File: config.mk
export PLATFORM = sky130hd
export DESIGN_NAME = delta_frame_seq
export DESIGN_NICKNAME = d
export VERILOG_FILES = /design/src/rtl/delta_frame_seq.sv
export SDC_FILE = /design/constraint.sdc
export NUM_CORES = 1
export LEC_CHECK = 0
export CAP_MARGIN = 10
export CORE_ASPECT_RATIO = 0.9
export CORE_MARGIN = 3
export CORE_UTILIZATION = 25
export DETAILED_ROUTE_END_ITERATION = 7
export PLACE_DENSITY = 0.51
export SLEW_MARGIN = 20
export SYNTH_ARGS = -nofsm -noshare
export SYNTH_HDL_FRONTEND = slang
export SYNTH_SLANG_ARGS = --single-unit
export TNS_END_PERCENT = 100
File: constraint.sdc
create_clock -name clk -period 2.65 [get_ports clk]
set_input_delay 0.53 -clock clk [delete_from_list [all_inputs] [get_ports clk]]
set_output_delay 0.53 -clock clk [all_outputs]
set_load 0.1 [all_outputs]
File: src/rtl/delta_frame_seq.sv
// delta_frame_seq: frame-level sequencer for the delta_frame datapath.
// Tracks pixel/line position, schedules base-frame captures and aligns
// delta_frame enable/threshold changes to frame boundaries.
//
// Ports:
//   clk, aresetn     clock, asynchronous active-low reset
//   pix_valid        current pixel valid
//   pix_sof          first pixel of frame (qualified by pix_valid)
//   capture_req      pulse: capture the next full frame as base
//   delta_req        level: delta mode wanted (else pass-through)
//   threshold_in     software threshold
//   threshold        threshold to delta_frame, changes only at SOF
//   delta_enable     enable to delta_frame
//   base_wr/base_rd  base-buffer write/read strobes for current pixel
//   base_addr        linear pixel address v*H_ACTIVE+h
//   h_count/v_count  column/line of current pixel
//   base_valid       a complete base frame is stored
//   capture_busy     capture pending or in progress
//   frame_err        sticky malformed-frame flag

module delta_frame_seq #(
    parameter int INPUT_WIDTH = 10,
    parameter int H_ACTIVE    = 640,
    parameter int V_ACTIVE    = 480,
    parameter int ADDR_W      = 19,
    parameter int CNT_W       = 11
) (
    input  logic                   clk,
    input  logic                   aresetn,
    input  logic                   pix_valid,
    input  logic                   pix_sof,
    input  logic                   capture_req,
    input  logic                   delta_req,
    input  logic [INPUT_WIDTH-1:0] threshold_in,
    output logic [INPUT_WIDTH-1:0] threshold,
    output logic                   delta_enable,
    output logic                   base_wr,
    output logic                   base_rd,
    output logic [ADDR_W-1:0]      base_addr,
    output logic [CNT_W-1:0]       h_count,
    output logic [CNT_W-1:0]       v_count,
    output logic                   base_valid,
    output logic                   capture_busy,
    output logic                   frame_err
);

    typedef enum logic [1:0] {
        WAIT_SOF = 2'd0,
        PASS     = 2'd1,
        CAPTURE  = 2'd2,
        DELTA    = 2'd3
    } state_t;

    localparam logic [CNT_W-1:0] H_LAST = CNT_W'(H_ACTIVE - 1);
    localparam logic [CNT_W-1:0] V_LAST = CNT_W'(V_ACTIVE - 1);

    state_t state_q, state_d, eff_state;

    logic                   pend_q, pend_d;
    logic                   bv_q, bv_d;
    logic                   err_q, err_d;
    logic                   done_q, done_d;
    logic [INPUT_WIDTH-1:0] thr_q, thr_d;
    logic [CNT_W-1:0]       h_q, h_d, v_q, v_d;
    logic [ADDR_W-1:0]      a_q, a_d;

    logic              sof;
    logic              go_cap;
    logic              bv_sof;
    logic              bv_next;
    logic              act;
    logic              last;
    logic              short_frame;
    logic              overrun;
    logic [CNT_W-1:0]  cur_h, cur_v;
    logic [ADDR_W-1:0] cur_a;

    assign sof = pix_valid & pix_sof;

    // State and datapath registers
    always_ff @(posedge clk or negedge aresetn) begin
        if (!aresetn) begin
            state_q <= WAIT_SOF;
            pend_q  <= 1'b0;
            bv_q    <= 1'b0;
            err_q   <= 1'b0;
            done_q  <= 1'b0;
            thr_q   <= '0;
            h_q     <= '0;
            v_q     <= '0;
            a_q     <= '0;
        end else begin
            state_q <= state_d;
            pend_q  <= pend_d;
            bv_q    <= bv_d;
            err_q   <= err_d;
            done_q  <= done_d;
            thr_q   <= thr_d;
            h_q     <= h_d;
            v_q     <= v_d;
            a_q     <= a_d;
        end
    end

    // Next-state and frame bookkeeping
    always_comb begin
        state_d = state_q;
        pend_d  = pend_q | capture_req;
        bv_d    = bv_q;
        thr_d   = thr_q;

        go_cap  = pend_q | capture_req;
        // A base becomes valid only when a capture frame ran to completion;
        // starting a new capture overwrites whatever was stored.
        bv_sof  = (state_q == CAPTURE && done_q) ? 1'b1 : bv_q;
        bv_next = go_cap ? 1'b0 : bv_sof;

        if (sof) begin
            pend_d = 1'b0;
            bv_d   = bv_next;
            thr_d  = threshold_in;
            if (go_cap) begin
                state_d = CAPTURE;
            end else if (delta_req && bv_next) begin
                state_d = DELTA;
            end else begin
                state_d = PASS;
            end
        end

        short_frame = sof && (state_q != WAIT_SOF) && !done_q;
        overrun     = pix_valid && !pix_sof
                   && (state_q != WAIT_SOF) && done_q;
        err_d       = err_q | short_frame | overrun;
    end

    // SOF cycles act on the incoming mode so the SOF pixel is aligned
    assign eff_state = sof ? state_d : state_q;

    // Position counters: registers hold the position of the next pixel,
    // or of the last pixel once the frame is done.
    always_comb begin
        cur_h  = sof ? '0 : h_q;
        cur_v  = sof ? '0 : v_q;
        cur_a  = sof ? '0 : a_q;
        act    = pix_valid && (eff_state != WAIT_SOF) && (sof || !done_q);
        last   = (cur_h == H_LAST) && (cur_v == V_LAST);

        h_d    = h_q;
        v_d    = v_q;
        a_d    = a_q;
        done_d = sof ? 1'b0 : done_q;

        if (act) begin
            if (last) begin
                h_d    = cur_h;
                v_d    = cur_v;
                a_d    = cur_a;
                done_d = 1'b1;
            end else if (cur_h == H_LAST) begin
                h_d = '0;
                v_d = cur_v + CNT_W'(1);
                a_d = cur_a + ADDR_W'(1);
            end else begin
                h_d = cur_h + CNT_W'(1);
                v_d = cur_v;
                a_d = cur_a + ADDR_W'(1);
            end
        end
    end

    // Outputs
    always_comb begin
        base_wr      = 1'b0;
        base_rd      = 1'b0;
        delta_enable = 1'b0;
        if (act) begin
            unique case (1'b1)
                eff_state == CAPTURE: base_wr = 1'b1;
                eff_state == DELTA: begin
                    base_rd      = 1'b1;
                    delta_enable = 1'b1;
                end
                default: ;
            endcase
        end

        threshold    = sof ? threshold_in : thr_q;
        base_addr    = cur_a;
        h_count      = cur_h;
        v_count      = cur_v;
        base_valid   = sof ? bv_next : bv_q;
        capture_busy = sof ? (state_d == CAPTURE)
                           : (pend_q | (state_q == CAPTURE));
        frame_err    = err_q;
    end

endmodule

### Yosys cells after proc, flatten, opt, wreduce, memory -nomap -nowiden

Index checks and enable logic that the tools add are counted.

* register bits: 57
* input port bits: 16
* output and inout port bits: 57
* word-level logic and storage cells: 63

* add/sub/neg operators: 3
* equality and inequality tests: 6
* multiplexer cells: 25
* bitwise operators: 5
* reduce and logical (&&, ||, !) cells: 15

Operators with widths (count)
* two-way mux 11 bit: 6
* two-way mux 19 bit: 2
* adder 11 x 1 -> 11 bit (second input constant): 2
* adder 19 x 1 -> 19 bit (second input constant): 1
* two-way mux 1 bit: 12
* == test 11 x 10 -> 1 bit (second input constant): 1
* == test 11 x 9 -> 1 bit (second input constant): 1
* logical AND 1 bit: 10
* two-way mux 10 bit: 1
* == test 2 bit (second input constant): 4
* two-way mux 2 bit: 4
* OR 1 bit: 4
* nonzero test 2 bit: 2
* logical NOT 1 bit: 2
* AND 1 bit: 1
* logical OR 1 bit: 1

### Longest topological paths before layout

* depth in word-level cells: 13
* depth in mapped cells: 13

### Worst setup path before layout

No wires, ideal clock.

* kind: input port to flip-flop
* from: in pix_valid
* to: reg v_q[6]
* library setup time: 161 ps
* data arrival time: 3969 ps
* required time: 2489 ps
* path slack: -1480 ps
* stages on the path: 12
* buffers on the path: 4
* cells stage by stage: buf_6 nand2_2 clkbuf_1 clkbuf_1 clkbuf_1 and2_1 ha_1 and4_1 nand4_2 nor4_4 nand4_1 xnor2_1

RTL lines
* start: declaration: RTL line 30 `input logic pix_valid,`
* AND 1 bit (*): RTL line 78 `assign sof = pix_valid & pix_sof;`
* two-way mux 11 bit (*): RTL line 143 `cur_h = sof ? '0 : h_q;`
* named net h_count[1]: RTL line 40 `output logic [CNT_W-1:0] h_count,`
* == test 11 x 10 -> 1 bit (*): RTL line 147, 160
* two-way mux 11 bit or logical AND 1 bit (tied branches): RTL line 160, 147
* two-way mux 11 bit (*): RTL line 155 `if (last) begin`
* end signal: assignment: RTL line 100 `v_q <= v_d;`
* end: declaration: RTL line 64 `logic [CNT_W-1:0] h_q, h_d, v_q, v_d;`

Mark *: on every way through the listed nets, which the timed path passes. The rest lies on a longest branch.
A chain may end at the register's enable or synchronous reset.

### Final worst setup path

* from: in pix_valid
* to: out base_rd

* longest elaborated chain between the ends: 7

RTL lines
* AND 1 bit (*): RTL line 78
* two-way mux 2 bit (*): RTL line 118 `if (sof) begin`
* named net state_d[1]: RTL line 57 `state_t state_q, state_d, eff_state;`
* two-way mux 2 bit (*): RTL line 138 `assign eff_state = sof ? state_d : state_q;`
* nonzero test 2 bit: RTL line 146 `act = pix_valid && (eff_state != WAIT_SOF) && (sof || !done_q);`
* logical AND 1 bit (2 in a row): RTL line 146
* two-way mux 1 bit (*): RTL line 177 `if (act) begin`
* end: declaration: RTL line 38 `output logic base_rd,`

Marks and branches as above.

==> results.json <==
{
  "status": "complete, no violations",
  "finalSetupViolCount": 0,
  "path_clk_slew_ns": 0.05,
  "drt-initial-drc-count": 145,
  "rsz0062_at_grt": "no",
  "period_share": 0.948,
  "antenna_found_initial": 0,
  "cp_data_arrival_time_ns": 1.98,
  "yosysSeqAreaShare": 0.460,
  "die-area_um2": 13800,
  "slew_headroom": 0.496,
  "netlist_area_um2": 3100,
  "finalClockSkew_ns": 0.00551,
  "synth_nets": 350,
  "area_growth_pct": 76.1,
  "grt_max_degree": 58,
  "reg2regPathDepth": 6,
  "r2r_start": "v_q[9]",
  "final_hold_viol_count": 0,
  "synthArstFlopShare": 1.00,
  "drive_above_1_share": 0.388,
  "portBuffers": 72,
  "finalSetupTns_ns": 0,
  "maxSlewViolCount": 0,
  "clock-root-buffer": "clkbuf_16",
  "drc": 0,
  "placementRows": 37,
  "critPathCaptureType": "output pin",
  "cap_viol_max_count": 0,
  "cp.required_ns": 2.12,
  "synth-seq-cells": 57,
  "cts_made_buffers": 9,
  "p_leak_nw": 2.41,
  "nets": 475,
  "syn_inst": 331,
  "cts_tree": "done",
  "ys_warn_count": 0,
  "core_um2": 11800,
  "cts_sinks": 57,
  "critPathLaunchType": "primary input",
  "synthesis.area_per_instance_um2": 9.37,
  "gr-usage-all-layers": 0.142,
  "grt_overflow": 0,
  "final_util": 0.464,
  "clk_path_buf_depth": 2,
  "worst-path-max-fanout": 9,
  "hp-class": "primary input to asynchronous set/reset pin",
  "postCtsHoldBufs": 0,
  "r2r_end": "a_q[17]",
  "r2r_slack_ns": 0.44,
  "fmax_mhz": 398,
  "powerDensity_nw_per_um2": 657,
  "detail_route.wl_per_cell_um": 14.8,
  "synthFlopType": "dfrtp_1",
  "routed_wl_mm": 9.14,
  "h-tree-depth": 3,
  "setup_ws_ns": 0.139,
  "total_power_mw": 3.59,
  "ir_worst_vdd_mv": 0.291,
  "synth_edf_count": 0,
  "place.detailed.hpwl_mm": 7.00,
  "postRouteAntennaNets": 0,
  "grt_pass1_vias": 3157,
  "viasPerCell": 4.66,
  "min_period_ns": 2.51,
  "crit_type": "primary input to output pin",
  "fp.dieH_um": 112,
  "dieWidth_um": 123,
  "insertion_delay_ns": 0.33,
  "yosysUniqueCellTypes": 47,
  "finalWeightedCongestion": 0.827,
  "diodes": 0,
  "place_worst_setup_slack_ns": -0.274,
  "drt_first_pass_iters": 5,
  "io_pins": 73,
  "grt_pass1_wl_mm": 15.7,
  "initial_utilization": 0.264,
  "vias": 2874,
  "worst_pin_slew_ns": 0.755
}
## per-stage QoR
stage          cell area [µm²]  instances  hold WS [ns]
4_1_cts                   5460        617         0.393
3_5_place_dp              5150        601         0.470
6_report                  5460        617         0.365
5_1_grt                   5460        617         0.440
3_3_place_gp              5150        601         0.488
2_1_floorplan             3360        331         0.234
## registers in the layout, summed over array words and instances (netlist names)
register,cells
a_q,19
bv_q,1
done_q,1
frame_err,1
h_q,11
pend_q,1
state_q,2
thr_q,10
v_q,11
## repair_timing
| action | 4_1_cts | 5_1_grt |
|---|---|---|
| setup endpoints to repair | 16 | 0 |
| gates resized for setup | 2 | 0 |
| setup buffers | 0 | 0 |
## worst max-delay path, stage by stage
cell           delay (ns)
dlygate4sd2_1        0.31
buf_4                0.19
and2_4               0.19
buf_4                0.15
a31oi_1              0.17
and3_4               0.25
buf_12               0.18
## routing by layer
layer  share of wire  vias to the layer above  wire length (µm)  track usage
met2            0.48                       57              4390        0.218
met5               0                        -                 0            0
met3           0.043                        6               394       0.0350
met4          0.0085                        0                78       0.0458
met1            0.47                     1397              4290        0.196
li1                -                     1414                 -            -
## power by group
part           total, mW  switching (mW)  internal (mW)
clock network       1.19           0.385          0.802
logic               1.36           0.852          0.508
registers           1.04          0.0831          0.956
## worst max-delay path by stage
stage	startpoint	endpoint	slack (ns)
after floorplan	pix_valid	h_count[3]	-0.44
after global placement	pix_valid	a_q[17]	-0.25
after detailed placement	pix_valid	a_q[17]	-0.27
after CTS	pix_valid	base_rd	0.13
after global routing	pix_valid	base_rd	0.08
final	pix_valid	base_rd	0.14
## layout make-up
class / count / area (µm²)
clock inverters: 2 / 35.0
fillers: 1107 / 6300
well taps: 156 / 195
repair buffers: 129 / 1720
multi-input cells: 251 / 1770
flip-flops and latches: 57 / 1430
inverters: 8 / 30.0
clock buffers: 14 / 274
## cell usage in the layout (no fill, tap or decap), types with 3 or more instances in the layout
cell type and instances:
nor4_4 3, buf_4 56, nor3_1 3, nor2_1 12, and3_1 5, buf_12 58
clkbuf_8 3, and2_4 6, nand4_1 12, dfrtp_1 57, xnor2_1 15, xor2_1 11
a21oi_1 9, nand3_1 13, clkdlybuf4s50_1 12, or4_1 4, nand2_2 11, nand2_1 45
o21ai_0 8, inv_1 8, o21ai_1 8, and2_1 27, a31oi_1 7, or3_1 4
clkbuf_16 9, ha_4 3, o31ai_1 3
## logic make-up (layout without fill, tap and decap cells)
group,Yosys count,count (layout),synth area share
muxes,1,1,0.00363
xor gates and xnor gates,26,26,0.0734
adders and majority gates,3,3,0.0121
AOI/OAI and AO/OA,50,50,0.107
and+or+nand+nor,171,171,0.309
DFF,57,57,0.460
buffers and inverters,23,153,0.0351
## synthesized netlist by cell type, drive strengths merged, types with 10 or more instances
library cell | instances | area (µm²)
dfrtp | 57 | 1430
clkbuf | 11 | 41.3
xnor2 | 15 | 131
a21oi | 10 | 50.1
nand3 | 15 | 75.1
nand2 | 57 | 216
xor2 | 11 | 96.3
and2 | 35 | 221
nor2 | 13 | 48.8
o21ai | 16 | 80.1
nand4 | 13 | 87.6
Note: power is estimated with default switching activity, not from simulation.
